### config.mk
export PLATFORM = sky130hd
export DESIGN_NAME = demux_1x4_32bits_reg_flat
export DESIGN_NICKNAME = d
export VERILOG_FILES = /design/src/rtl/demux_1x4_32bits_reg_if.sv /design/src/rtl/demux_1x4_32bits_reg.sv /design/src/flat_wrapper.sv
export SDC_FILE = /design/constraint.sdc
export NUM_CORES = 1
export LEC_CHECK = 0
export CORE_ASPECT_RATIO = 0.8
export CORE_MARGIN = 4
export CORE_UTILIZATION = 48
export DETAILED_ROUTE_END_ITERATION = 8
export PLACE_DENSITY = 0.82
export SLEW_MARGIN = 20
export SYNTH_ARGS = -nofsm -noshare
export SYNTH_HDL_FRONTEND = slang
export SYNTH_SLANG_ARGS = --single-unit
### constraint.sdc
create_clock -name CLK -period 3.83 [get_ports CLK]
set_clock_uncertainty 0.1 [all_clocks]
set_input_delay 1.149 -clock CLK [delete_from_list [all_inputs] [get_ports CLK]]
set_output_delay 1.149 -clock CLK [all_outputs]
set_load 0.1 [all_outputs]
### src/rtl/demux_1x4_32bits_reg_if.sv
`default_nettype none
// ============================================================================
// Module      : demux_1x4_32bits_reg_if
// Description : Bus bundle for the 1-to-4 registered demultiplexer. It carries
//               the producer-side word/select/valid/ready handshake, the four
//               registered channel outputs with their valid/ready pairs, and
//               the accepted-transfer counter.
//               Modports:
//                 slave  - the demultiplexer itself
//                 master - the environment (producer plus the four consumers)
// Revision    : 1.0 - initial release
// ============================================================================
interface demux_1x4_32bits_reg_if #(
    parameter int COUNT_W = 16
);
    logic [31:0]        in_data;
    logic [1:0]         in_sel;
    logic               in_valid;
    logic               in_ready;
    logic [31:0]        out0;
    logic [31:0]        out1;
    logic [31:0]        out2;
    logic [31:0]        out3;
    logic [3:0]         out_valid;
    logic [3:0]         out_ready;
    logic [COUNT_W-1:0] accept_count;

    modport slave (
        input  in_data, in_sel, in_valid, out_ready,
        output in_ready, out0, out1, out2, out3, out_valid, accept_count
    );

    modport master (
        output in_data, in_sel, in_valid, out_ready,
        input  in_ready, out0, out1, out2, out3, out_valid, accept_count
    );
endinterface
`default_nettype wire

### src/rtl/demux_1x4_32bits_reg.sv
`default_nettype none
// ============================================================================
// Module      : demux_1x4_32bits_reg
// Description : Routes a 32-bit word to one of four channels, each backed by
//               a single holding register (data + valid). A word is accepted
//               when in_valid && in_ready; in_ready looks only at the selected
//               channel, so a stalled consumer never blocks traffic headed
//               elsewhere. A full channel whose consumer drains in the same
//               cycle can take a new word with no bubble. A counter tracks the
//               number of accepted words, wrapping modulo 2^COUNT_W.
// Ports       : CLK   - clock, rising edge
//               RESET - synchronous active-high reset
//               bus   - demux_1x4_32bits_reg_if.slave (in_data, in_sel,
//                       in_valid, in_ready, out0..out3, out_valid,
//                       out_ready, accept_count)
//               COUNT_W must match the COUNT_W of the connected interface.
// Revision    : 1.0 - initial release
// ============================================================================
module demux_1x4_32bits_reg #(
    parameter int COUNT_W = 16
) (
    input  wire logic               CLK,
    input  wire logic               RESET,
    demux_1x4_32bits_reg_if.slave   bus
);

    localparam int c_NUM_CH = 4;

    logic [c_NUM_CH-1:0][31:0] r_data_q;
    logic [c_NUM_CH-1:0][31:0] w_data_d;
    logic [c_NUM_CH-1:0]       r_valid_q;
    logic [c_NUM_CH-1:0]       w_valid_d;
    logic [COUNT_W-1:0]        r_count_q;
    logic [COUNT_W-1:0]        w_count_d;

    logic w_in_ready;
    logic w_accept;

    // Ready only depends on the addressed channel: it can take a word if it is
    // empty or if its current word is leaving on this same edge.
    assign w_in_ready = !RESET && (!r_valid_q[bus.in_sel] || bus.out_ready[bus.in_sel]);
    assign w_accept   = bus.in_valid && w_in_ready;

    always_comb begin
        w_data_d  = r_data_q;
        // Drain clears valid; out_ready on an empty channel is harmless since
        // the bit is already 0. Data is left untouched on drain.
        w_valid_d = r_valid_q & ~bus.out_ready;
        w_count_d = r_count_q;
        if (w_accept) begin
            // A same-cycle accept overrides the drain clear above.
            w_data_d[bus.in_sel]  = bus.in_data;
            w_valid_d[bus.in_sel] = 1'b1;
            w_count_d             = r_count_q + {{(COUNT_W-1){1'b0}}, 1'b1};
        end
    end

    always_ff @(posedge CLK) begin
        if (RESET) begin
            r_data_q  <= '0;
            r_valid_q <= '0;
            r_count_q <= '0;
        end else begin
            r_data_q  <= w_data_d;
            r_valid_q <= w_valid_d;
            r_count_q <= w_count_d;
        end
    end

    assign bus.in_ready     = w_in_ready;
    assign bus.out0         = r_data_q[0];
    assign bus.out1         = r_data_q[1];
    assign bus.out2         = r_data_q[2];
    assign bus.out3         = r_data_q[3];
    assign bus.out_valid    = r_valid_q;
    assign bus.accept_count = r_count_q;

endmodule
`default_nettype wire

### src/flat_wrapper.sv
// flat-port wrapper written by rule: the top's interface ports become plain ports
module demux_1x4_32bits_reg_flat 
#(
    parameter int COUNT_W = 16
)
  (CLK, RESET, bus_in_data, bus_in_sel, bus_in_valid, bus_out_ready, bus_in_ready, bus_out0, bus_out1, bus_out2, bus_out3, bus_out_valid, bus_accept_count);
  demux_1x4_32bits_reg_if #(.COUNT_W(COUNT_W)) bus_i ();
  input  wire logic CLK;
  input  wire logic RESET;
  input wire logic [$bits(bus_i.in_data)-1:0] bus_in_data;
  input wire logic [$bits(bus_i.in_sel)-1:0] bus_in_sel;
  input wire logic [$bits(bus_i.in_valid)-1:0] bus_in_valid;
  input wire logic [$bits(bus_i.out_ready)-1:0] bus_out_ready;
  output wire logic [$bits(bus_i.in_ready)-1:0] bus_in_ready;
  output wire logic [$bits(bus_i.out0)-1:0] bus_out0;
  output wire logic [$bits(bus_i.out1)-1:0] bus_out1;
  output wire logic [$bits(bus_i.out2)-1:0] bus_out2;
  output wire logic [$bits(bus_i.out3)-1:0] bus_out3;
  output wire logic [$bits(bus_i.out_valid)-1:0] bus_out_valid;
  output wire logic [$bits(bus_i.accept_count)-1:0] bus_accept_count;
  assign bus_i.in_data = bus_in_data;
  assign bus_i.in_sel = bus_in_sel;
  assign bus_i.in_valid = bus_in_valid;
  assign bus_i.out_ready = bus_out_ready;
  assign bus_in_ready = bus_i.in_ready;
  assign bus_out0 = bus_i.out0;
  assign bus_out1 = bus_i.out1;
  assign bus_out2 = bus_i.out2;
  assign bus_out3 = bus_i.out3;
  assign bus_out_valid = bus_i.out_valid;
  assign bus_accept_count = bus_i.accept_count;
  demux_1x4_32bits_reg #(.COUNT_W(COUNT_W)) u_core (.CLK(CLK), .RESET(RESET), .bus(bus_i));
endmodule
==> results of run 1 <==
power groups by stage:
| stage | logic, mW | clock network [mW] | registers [mW] |
|---|---|---|---|
| after floorplan | 0.0940 | 0 | 1.84 |
| after global placement | 0.456 | 0 | 1.62 |
| after detailed placement | 0.461 | 0 | 1.62 |
| after CTS | 0.463 | 1.86 | 1.59 |
| after global routing | 0.483 | 1.91 | 1.59 |
| final | 0.463 | 1.84 | 1.59 |
stage by stage:
step / std cells / hold slack, ns / area (sq um) / utilization, %
3_5_place_dp: 980 / 0.347 / 7100 / 65.0
5_1_grt: 1012 / 0.374 / 7760 / 71.0
3_3_place_gp: 980 / 0.342 / 7100 / 65.0
6_report: 1012 / 0.354 / 7760 / 71.0
2_1_floorplan: 677 / 0.784 / 5430 / -
4_1_cts: 1012 / 0.356 / 7760 / 71.0
worst max-delay path, stage by stage:
cell and delay [ns]:
clkdlybuf4s50_1 0.50, mux4_2 0.55, nor2_4 0.13, buf_12 0.18
worst paths after layout:
kind | depth (start not counted) | start | slack, ns | to
worst max-delay path | 4 | bus_in_sel[0] | 0.06 | bus_in_ready
worst min-delay path | 2 | u_core.bus.out3[21]$_SDFFE_PP0P_ | 0.35 | u_core.bus.out3[21]$_SDFFE_PP0P_
worst max register to register | 5 | u_core.bus.out_valid[2]$_SDFF_PP0_ | 1.70 | u_core.bus.accept_count[15]$_SDFFE_PP0P_
worst min register to register | 2 | u_core.bus.out3[21]$_SDFFE_PP0P_ | 0.35 | u_core.bus.out3[21]$_SDFFE_PP0P_
per-layer routing:
| layer | vias to the layer above | track usage [%] | wire (microns) |
|---|---|---|---|
| met5 | - | 0 | 0 |
| met3 | 26 | 10.9 | 2030 |
| met1 | 2603 | 31.5 | 6960 |
| met4 | 0 | 10.1 | 286 |
| met2 | 256 | 44.2 | 8210 |
| li1 | 2600 | - | - |
flip-flops by register name, summed over array words and instances (netlist names):
name                     count
u_core.bus.out0             32
u_core.bus.out3             32
u_core.bus.out1             32
u_core.bus.out_valid         4
u_core.bus.accept_count     16
u_core.bus.out2             32
logic make-up (layout without fill, tap and decap cells):
family | count (synthesis) | in the layout | synth area share (%)
muxes | 5 | 5 | 1.23
AOI/OAI and AO/OA | 154 | 154 | 15.1
buffers and inverters | 54 | 245 | 3.94
and+or+nand+nor | 315 | 315 | 24.7
adders and majority gates | 1 | 1 | 0.231
DFF | 148 | 148 | 54.8
synth_stat cells (all sizes together):
cell    instances  area, sq um
a21oi         138          691
and2            2         12.5
and4            3         26.3
buf             4         25.0
clkbuf         47          176
dfxtp         148         2960
ha              1         12.5
inv             3         11.3
mux2            3         33.8
mux2i           1         10.0
mux4            1         22.5
nand2         262          983
nand2b          4         25.0
nand3           4         20.0
nand4           8         50.1
nand4b          2         17.5
nor2            7         26.3
nor2b           7         43.8
nor3            1         5.00
nor4            4         31.3
nor4b           2         30.0
o21a            2         15.0
o21ai           2         10.0
o311ai          4         35.0
o31ai           5         37.5
o41ai           3         26.3
or3             2         12.5
or4             7         52.6
cell type report:
class | instances | share of cell area, %
inverter | 3 | 0.145
tap | 144 | 2.32
timing repair buffer | 210 | 21.7
clock buffer | 21 | 5.93
clock inverter | 11 | 2.55
sequential | 148 | 38.2
multi-input combinational | 475 | 29.2
==> metrics.yaml, run 1 <==
sta:
  worst_slack_ns: 0.0644
  grt_setup_unrepaired: "no"
  max_freq_ghz: 0.266
  setup_viol_count_final: 0
  timing_worst_slew_pin_value_ns: 0.674
  final_period_util_pct: 98.3
  finalWorstPathRequiredPeriod_ns: 3.77
  hold_viol: 0
  timing.setup.tns_ns: 0
  slew_headroom_pct: 55.1
  maxSlewViolCount: 0
layout:
  area_growth_pct: 43.6
  multi_input_comb_area_sq_um: 2260
  n_fill_cell: 873
  antennaDiodeCount: 0
  seq_area_sq_um: 2960
  mostFrequentLayoutCell: "nand2_1"
  drive_above_1_share_pct: 23.8
  num-nets-final: 897
  layout.cells.most_common_list: "nand2_1, buf_4, dfxtp_1, a21oi_1, clkdlybuf4s50_1"
routing:
  remaining_drc_errors: 0
  avgViaCountPerCell: 5.42
  drt-initial-drc-count: 389
  drtPass1Iterations: 5
  wl_mm: 17.5
  avgRoutedWirePerCell_microns: 17.3
  via_count: 5485
  route.antenna.remaining_nets: 0
flow_run:
  drv_cap: 0
power_and_ir_drop:
  power.share.clock_pct: 47.2
  switching_power_mw: 1.01
  internal-power_mw: 2.88
  comb_power_share_pct: 11.9
  power.share.switching_pct: 26.0
  powerDensity_nw_per_um2: 501
  cellLeakagePower_nw: 3.05
  largest_voltage_drop_on_the_vdd_net_uv: 404
  total_power_mw: 3.89
  seq_power_share_pct: 40.9
clock_network:
  cts-htree-levels: 4
  setup_bufs_post_cts: 0
  cts_buf_count: 17
  clk_root_buffer_cell: "clkbuf_16"
  tritoncts: "done"
  clk_latency_ns: 0.42
  cts.sink_count: 148
  cts_repair_resize_count: 0
  cts.clk_slew.worst_paths_ns: 0.06
  holdBufCountCts: 0
  cts_max_path_buffers: 2
floorplan:
  fp.coreArea_sq_um: 10900
  die_area_sq_um: 13000
  initial_utilization_pct: 49.4
  floorplan.io_pins: 190
  die_y_microns: 103
  fp-row-count: 34
  die_width_microns: 127
grt:
  grt_resource_usage_total_pct: 26.7
  maximum_number_of_pins_on_one_net_before_global_route_repair: 68
  wire_length_of_the_first_global_routing_pass_mm: 27.2
  grt_antenna_before_repair: 0
  globalRouteOverflowTotal: 0
  grt_pass1_vias: 5221
setup_path:
  worstPathRequired_ns: 2.58
  arrival_ns: 2.52
  worst_setup_path_start_kind: "primary input"
  worstPathMaxFanout: 2
  worstSetupPathType: "in -> out"
  timing.critical_path.to_type: "primary output"
synthesis:
  number_of_synthesized_register_bits: 148
  yosys.cell_types.count: 32
  synth_fp_nets: 719
  ys_warn_count: 0
  syn_inst: 677
  ys_seq_area_share_pct: 54.8
  mappedNetlistArea_sq_um: 5410
  synthesis.area_per_instance_sq_um: 7.98
placed_design:
  detailedPlace.worstSlack_ns: 0.0440
  hpwlAfterDp_mm: 11.7
  finalWeightedCongestion: 0.820
  numPortBuffers: 189
run_status:
  outcome: "complete, no violations"
min_path:
  holdCritPathClass: "reg -> reg"
No activity file was read; power rests on OpenSTA's default activity.
==> run 2: changes to the inputs <==
Settings changed: REMOVE_ABC_BUFFERS from default to 1.
==> run 2 against run 1 <==
Power is 5.1% lower. Die area stayed put. Critical path type unchanged. Highest routed layer unchanged. Clock power is 11% lower.
==> metrics.yaml, run 2 (synthesized netlist as in run 1, its figures left out) <==
clock_network:
  cts.sink_count: 148
  setup_bufs_post_cts: 0
  tritoncts: "done"
  cts_max_path_buffers: 2
  holdBufCountCts: 0
  cts.clk_slew.worst_paths_ns: 0.06
  cts_repair_resize_count: 0
  clk_root_buffer_cell: "clkbuf_16"
  cts_buf_count: 17
  cts-htree-levels: 4
  clk_latency_ns: 0.41
placed_design:
  dpl_cell_area_sq_um: 7130
  hpwlAfterDp_mm: 11.6
  numPortBuffers: 189
  finalWeightedCongestion: 0.822
power_and_ir_drop:
  largest_voltage_drop_on_the_vdd_net_uv: 359
  total_power_mw: 3.69
  powerDensity_nw_per_um2: 478
  cellLeakagePower_nw: 3.03
routing:
  route.antenna.remaining_nets: 0
  avgRoutedWirePerCell_microns: 16.8
  drtPass1Iterations: 5
  wl_mm: 17.0
  avgViaCountPerCell: 5.33
  remaining_drc_errors: 0
  drt-initial-drc-count: 364
  via_count: 5397
sta:
  final_period_util_pct: 98.1
  maxSlewViolCount: 0
  hold_ws_ns: 0.353
  hold_viol: 0
  timing.setup.tns_ns: 0
  timing_worst_slew_pin_value_ns: 0.856
  max_freq_ghz: 0.266
  setup_viol_count_final: 0
  grt_setup_unrepaired: "no"
  slew_headroom_pct: 42.5
  finalWorstPathRequiredPeriod_ns: 3.76
setup_path:
  critPathMaxStageDelay_ns: 0.50
  critical_path.slowest_cell: "mux4_2"
  worstSetupPathType: "in -> out"
  timing.critical_path.to_type: "primary output"
  worstPathMaxFanout: 2
  worst_setup_path_start_kind: "primary input"
  arrival_ns: 2.51
  worstPathRequired_ns: 2.58
  path_cells: "clkdlybuf4s50_1, nor2b_1, mux4_2, nor2_4, buf_12"
flow_run:
  drv_cap: 0
grt:
  grt_antenna_before_repair: 0
  maximum_number_of_pins_on_one_net_before_global_route_repair: 74
  grt_resource_usage_total_pct: 26.0
  wire_length_of_the_first_global_routing_pass_mm: 26.9
  globalRouteOverflowTotal: 0
  grt_pass1_vias: 5274
layout:
  n_fill_cell: 894
  layout.cell_area.non_filler_sq_um: 7720
  area_growth_pct: 42.9
  mostFrequentLayoutCell: "nand2_1"
  drive_above_1_share_pct: 24.0
  antennaDiodeCount: 0
  num-nets-final: 898
  utilization_pct: 70.6
  layout.cells.most_common_list: "nand2_1, buf_4, dfxtp_1, a21oi_1, clkdlybuf4s50_1"
  seq_area_sq_um: 2960
  multi_input_comb_area_sq_um: 2260
floorplan:
  fp-row-count: 34
  die_area_sq_um: 13000
  die_width_microns: 127
  die_y_microns: 103
  fp.coreArea_sq_um: 10900
  floorplan.io_pins: 190
  initial_utilization_pct: 49.4
min_path:
  holdCritPathClass: "reg -> reg"
run_status:
  outcome: "complete, no violations"
==> run 2: changes by cell type in the layout (fill, tap and decap cells not counted) <==
cell        delta
clkinvlp_4     +3
clkinv_4       +2
bufinv_16      -3
clkbuf_1       -1
inv_6          -2
buf_12         +2
buf_4          -1
==> run 2: per-stage QoR <==
step | setup WS (ns) | std cells
after floorplan | -0.582 | 626
after global routing | 0.00207 | 1012
final | 0.0718 | 1012
after detailed placement | 0.00814 | 981
after CTS | 0.00715 | 1012
after global placement | 0.0239 | 981
==> run 2: worst paths after layout <==
check	endpoint	cells past startpoint	start	slack [ns]
worst min register to register	u_core.bus.out1[6]$_SDFFE_PP0P_	2	u_core.bus.out1[6]$_SDFFE_PP0P_	0.35
worst max-delay path	bus_in_ready	5	bus_out_ready[1]	0.07
worst min-delay path	u_core.bus.out1[6]$_SDFFE_PP0P_	2	u_core.bus.out1[6]$_SDFFE_PP0P_	0.35
worst max register to register	u_core.bus.accept_count[14]$_SDFFE_PP0P_	5	u_core.bus.out_valid[1]$_SDFF_PP0_	1.65
==> run 2: layer usage <==
layer | up-vias | global-route usage (%) | part of all wire (%)
li1 | 2606 | - | -
met1 | 2527 | 31.0 | 40
met2 | 236 | 45.0 | 50
met3 | 28 | 8.49 | 8.6
met4 | 0 | 8.57 | 1.9
met5 | - | 0 | 0
==> run 2: area by class of cell <==
cell class	count	area share (%)
flip-flops and latches	148	38.4
multi-input cells	475	29.3
repair buffers	211	22.3
clock buffers	20	5.91
well taps	144	2.33
clock inverters	11	1.68
inverters	3	0.146
==> run 2: report_power, final <==
part / switching, mW / leakage (nW) / internal, mW
logic: 0.349 / 1.55 / 0.113
registers: 0.0189 / 1.20 / 1.57
clock network: 0.649 / 0.274 / 0.992
total: 1.02 / 3.03 / 2.68
==> run 2: critical path: cells and delay by family <==
kind | cells | cell delay [ns]
muxes | 1 | 0.50
buffers and inverters | 2 | 0.67
and+or+nand+nor | 2 | 0.19
==> run 3: changes to the inputs <==
Settings changed: CAP_MARGIN from default to 5, GPL_TIMING_DRIVEN from default to 0.
==> run 3 against run 2 <==
Fmax is 0.93% lower. Register-to-register slack worse by 0.04 ns. Global-route usage is 0.27 points higher. Die area stayed put. Final cell count is 0.59% lower. Non-clock buffer count is 8 lower. Largest cell class unchanged. Highest routed layer unchanged.
==> metrics.yaml, run 3 (synthesized netlist as in run 1, its figures left out) <==
run_status:
  outcome: "complete, no violations"
setup_path:
  arrival_ns: 2.54
  timing.critical_path.to_type: "primary output"
  path_cells: "clkdlybuf4s50_1, nor2b_2, mux4_2, nor2_4, buf_12"
  critPathMaxStageDelay_ns: 0.52
  worstPathRequired_ns: 2.58
  crit_buf_inv: 2
  worstPathMaxFanout: 2
  crit_family: "buffers and inverters"
  worst_setup_path_start_kind: "primary input"
  critical_path.slowest_cell: "mux4_2"
  worstSetupPathType: "in -> out"
floorplan:
  initial_utilization_pct: 49.4
  die_width_microns: 127
  die_area_sq_um: 13000
  fp-row-count: 34
  fp.coreArea_sq_um: 10900
  floorplan.io_pins: 190
  die_y_microns: 103
clock_network:
  tritoncts: "done"
  cts_max_path_buffers: 2
  cts-htree-levels: 4
  clk_latency_ns: 0.41
  cts.sink_count: 148
  holdBufCountCts: 0
  cts_buf_count: 17
  cts.clk_slew.worst_paths_ns: 0.06
  clk_root_buffer_cell: "clkbuf_16"
grt:
  grt_resource_usage_total_pct: 26.3
  maximum_number_of_pins_on_one_net_before_global_route_repair: 83
  grt_pass1_vias: 5479
  grt_antenna_before_repair: 0
  globalRouteOverflowTotal: 0
  wire_length_of_the_first_global_routing_pass_mm: 27.3
placed_design:
  numPortBuffers: 189
  finalWeightedCongestion: 0.797
  hpwlAfterDp_mm: 12.0
sta:
  finalWorstPathRequiredPeriod_ns: 3.79
  slew_headroom_pct: 31.5
  hold_viol: 0
  timing.setup.tns_ns: 0
  setup_viol_count_final: 0
  max_freq_ghz: 0.264
  timing_worst_slew_pin_value_ns: 1.02
  final_period_util_pct: 99.0
  maxSlewViolCount: 0
layout:
  utilization_pct: 74.2
  layout.cells.most_common_list: "nand2_1, clkdlybuf4s50_1, dfxtp_1, a21oi_1, clkbuf_16"
  antennaDiodeCount: 0
  num-nets-final: 891
  drive_above_1_share_pct: 6.96
  area_growth_pct: 50.1
  mostFrequentLayoutCell: "nand2_1"
power_and_ir_drop:
  internal-power_mw: 2.66
  cellLeakagePower_nw: 2.73
  powerDensity_nw_per_um2: 454
  comb_power_share_pct: 12.9
  power.share.clock_pct: 44.0
  seq_power_share_pct: 43.2
  largest_voltage_drop_on_the_vdd_net_uv: 463
  total_power_mw: 3.68
  power.share.switching_pct: 27.8
  switching_power_mw: 1.02
routing:
  avgRoutedWirePerCell_microns: 17.3
  drtPass1Iterations: 5
  drt-initial-drc-count: 389
  via_count: 5468
  wl_mm: 17.4
  avgViaCountPerCell: 5.44
  route.antenna.remaining_nets: 0
  remaining_drc_errors: 0
flow_run:
  drv_cap: 0
min_path:
  holdCritPathClass: "reg -> reg"
==> run 3: path summary, 6_finish.rpt <==
check	slack [ns]	to	startpoint	depth (start not counted)
min reg2reg	0.35	u_core.bus.out3[9]$_SDFFE_PP0P_	u_core.bus.out3[9]$_SDFFE_PP0P_	2
min	0.35	u_core.bus.out3[9]$_SDFFE_PP0P_	u_core.bus.out3[9]$_SDFFE_PP0P_	2
max reg2reg	1.61	u_core.bus.accept_count[14]$_SDFFE_PP0P_	u_core.bus.out_valid[0]$_SDFF_PP0_	5
max	0.04	bus_in_ready	bus_out_ready[3]	5
==> run 3: through the flow <==
| step | area [sq um] | hold WS [ns] | setup slack [ns] | instances |
|---|---|---|---|---|
| 4_1_cts | 8080 | 0.353 | 0.00814 | 1006 |
| 6_report | 8110 | 0.354 | 0.0364 | 1006 |
| 3_3_place_gp | 7280 | 0.341 | -5.01 | 959 |
| 5_1_grt | 8110 | 0.372 | -0.00288 | 1006 |
| 2_1_floorplan | 5200 | 0.794 | -0.582 | 626 |
| 3_5_place_dp | 7460 | 0.347 | -1.42 | 972 |
==> run 3: routing by layer <==
metal	share of wire, %	global-route usage, %	vias up
li1	-	-	2604
met1	39	30.3	2574
met2	50	45.3	259
met3	9.7	8.86	31
met4	1.9	11.1	0
met5	0	0	-
==> run 3: what timing repair did <==
item | in CTS | in global routing
pin swaps | 0 | 1
cloned | 1 | 0
buffers inserted | 1 | 0
endpoints found under the setup margin | 1 | 1
gates resized for setup | 10 | 12
==> run 3: cell type report <==
cell class	instances	area, sq um
timing repair buffer	203	2070
multi-input combinational	476	2310
tap	144	180
clock inverter	14	155
clock buffer	18	429
sequential	148	2960
fill	781	2820
inverter	3	11.3
==> run 3: power groups by stage <==
stage / Combinational [mW] / Clock [mW] / Sequential (mW)
3_5_place_dp: 0.468 / 0 / 1.62
3_3_place_gp: 0.453 / 0 / 1.62
5_1_grt: 0.494 / 1.70 / 1.59
4_1_cts: 0.471 / 1.64 / 1.59
6_report: 0.474 / 1.62 / 1.59
2_1_floorplan: 0.0654 / 0 / 1.84
==> run 3: tightest hold or removal path: cells and delay by family, from the launching register on <==
| kind | cells | cell delay, ns |
|---|---|---|
| and+or+nand+nor | 1 | 0.05 |
| AOI/OAI and AO/OA | 1 | 0.05 |
| DFF | 1 | 0.31 |
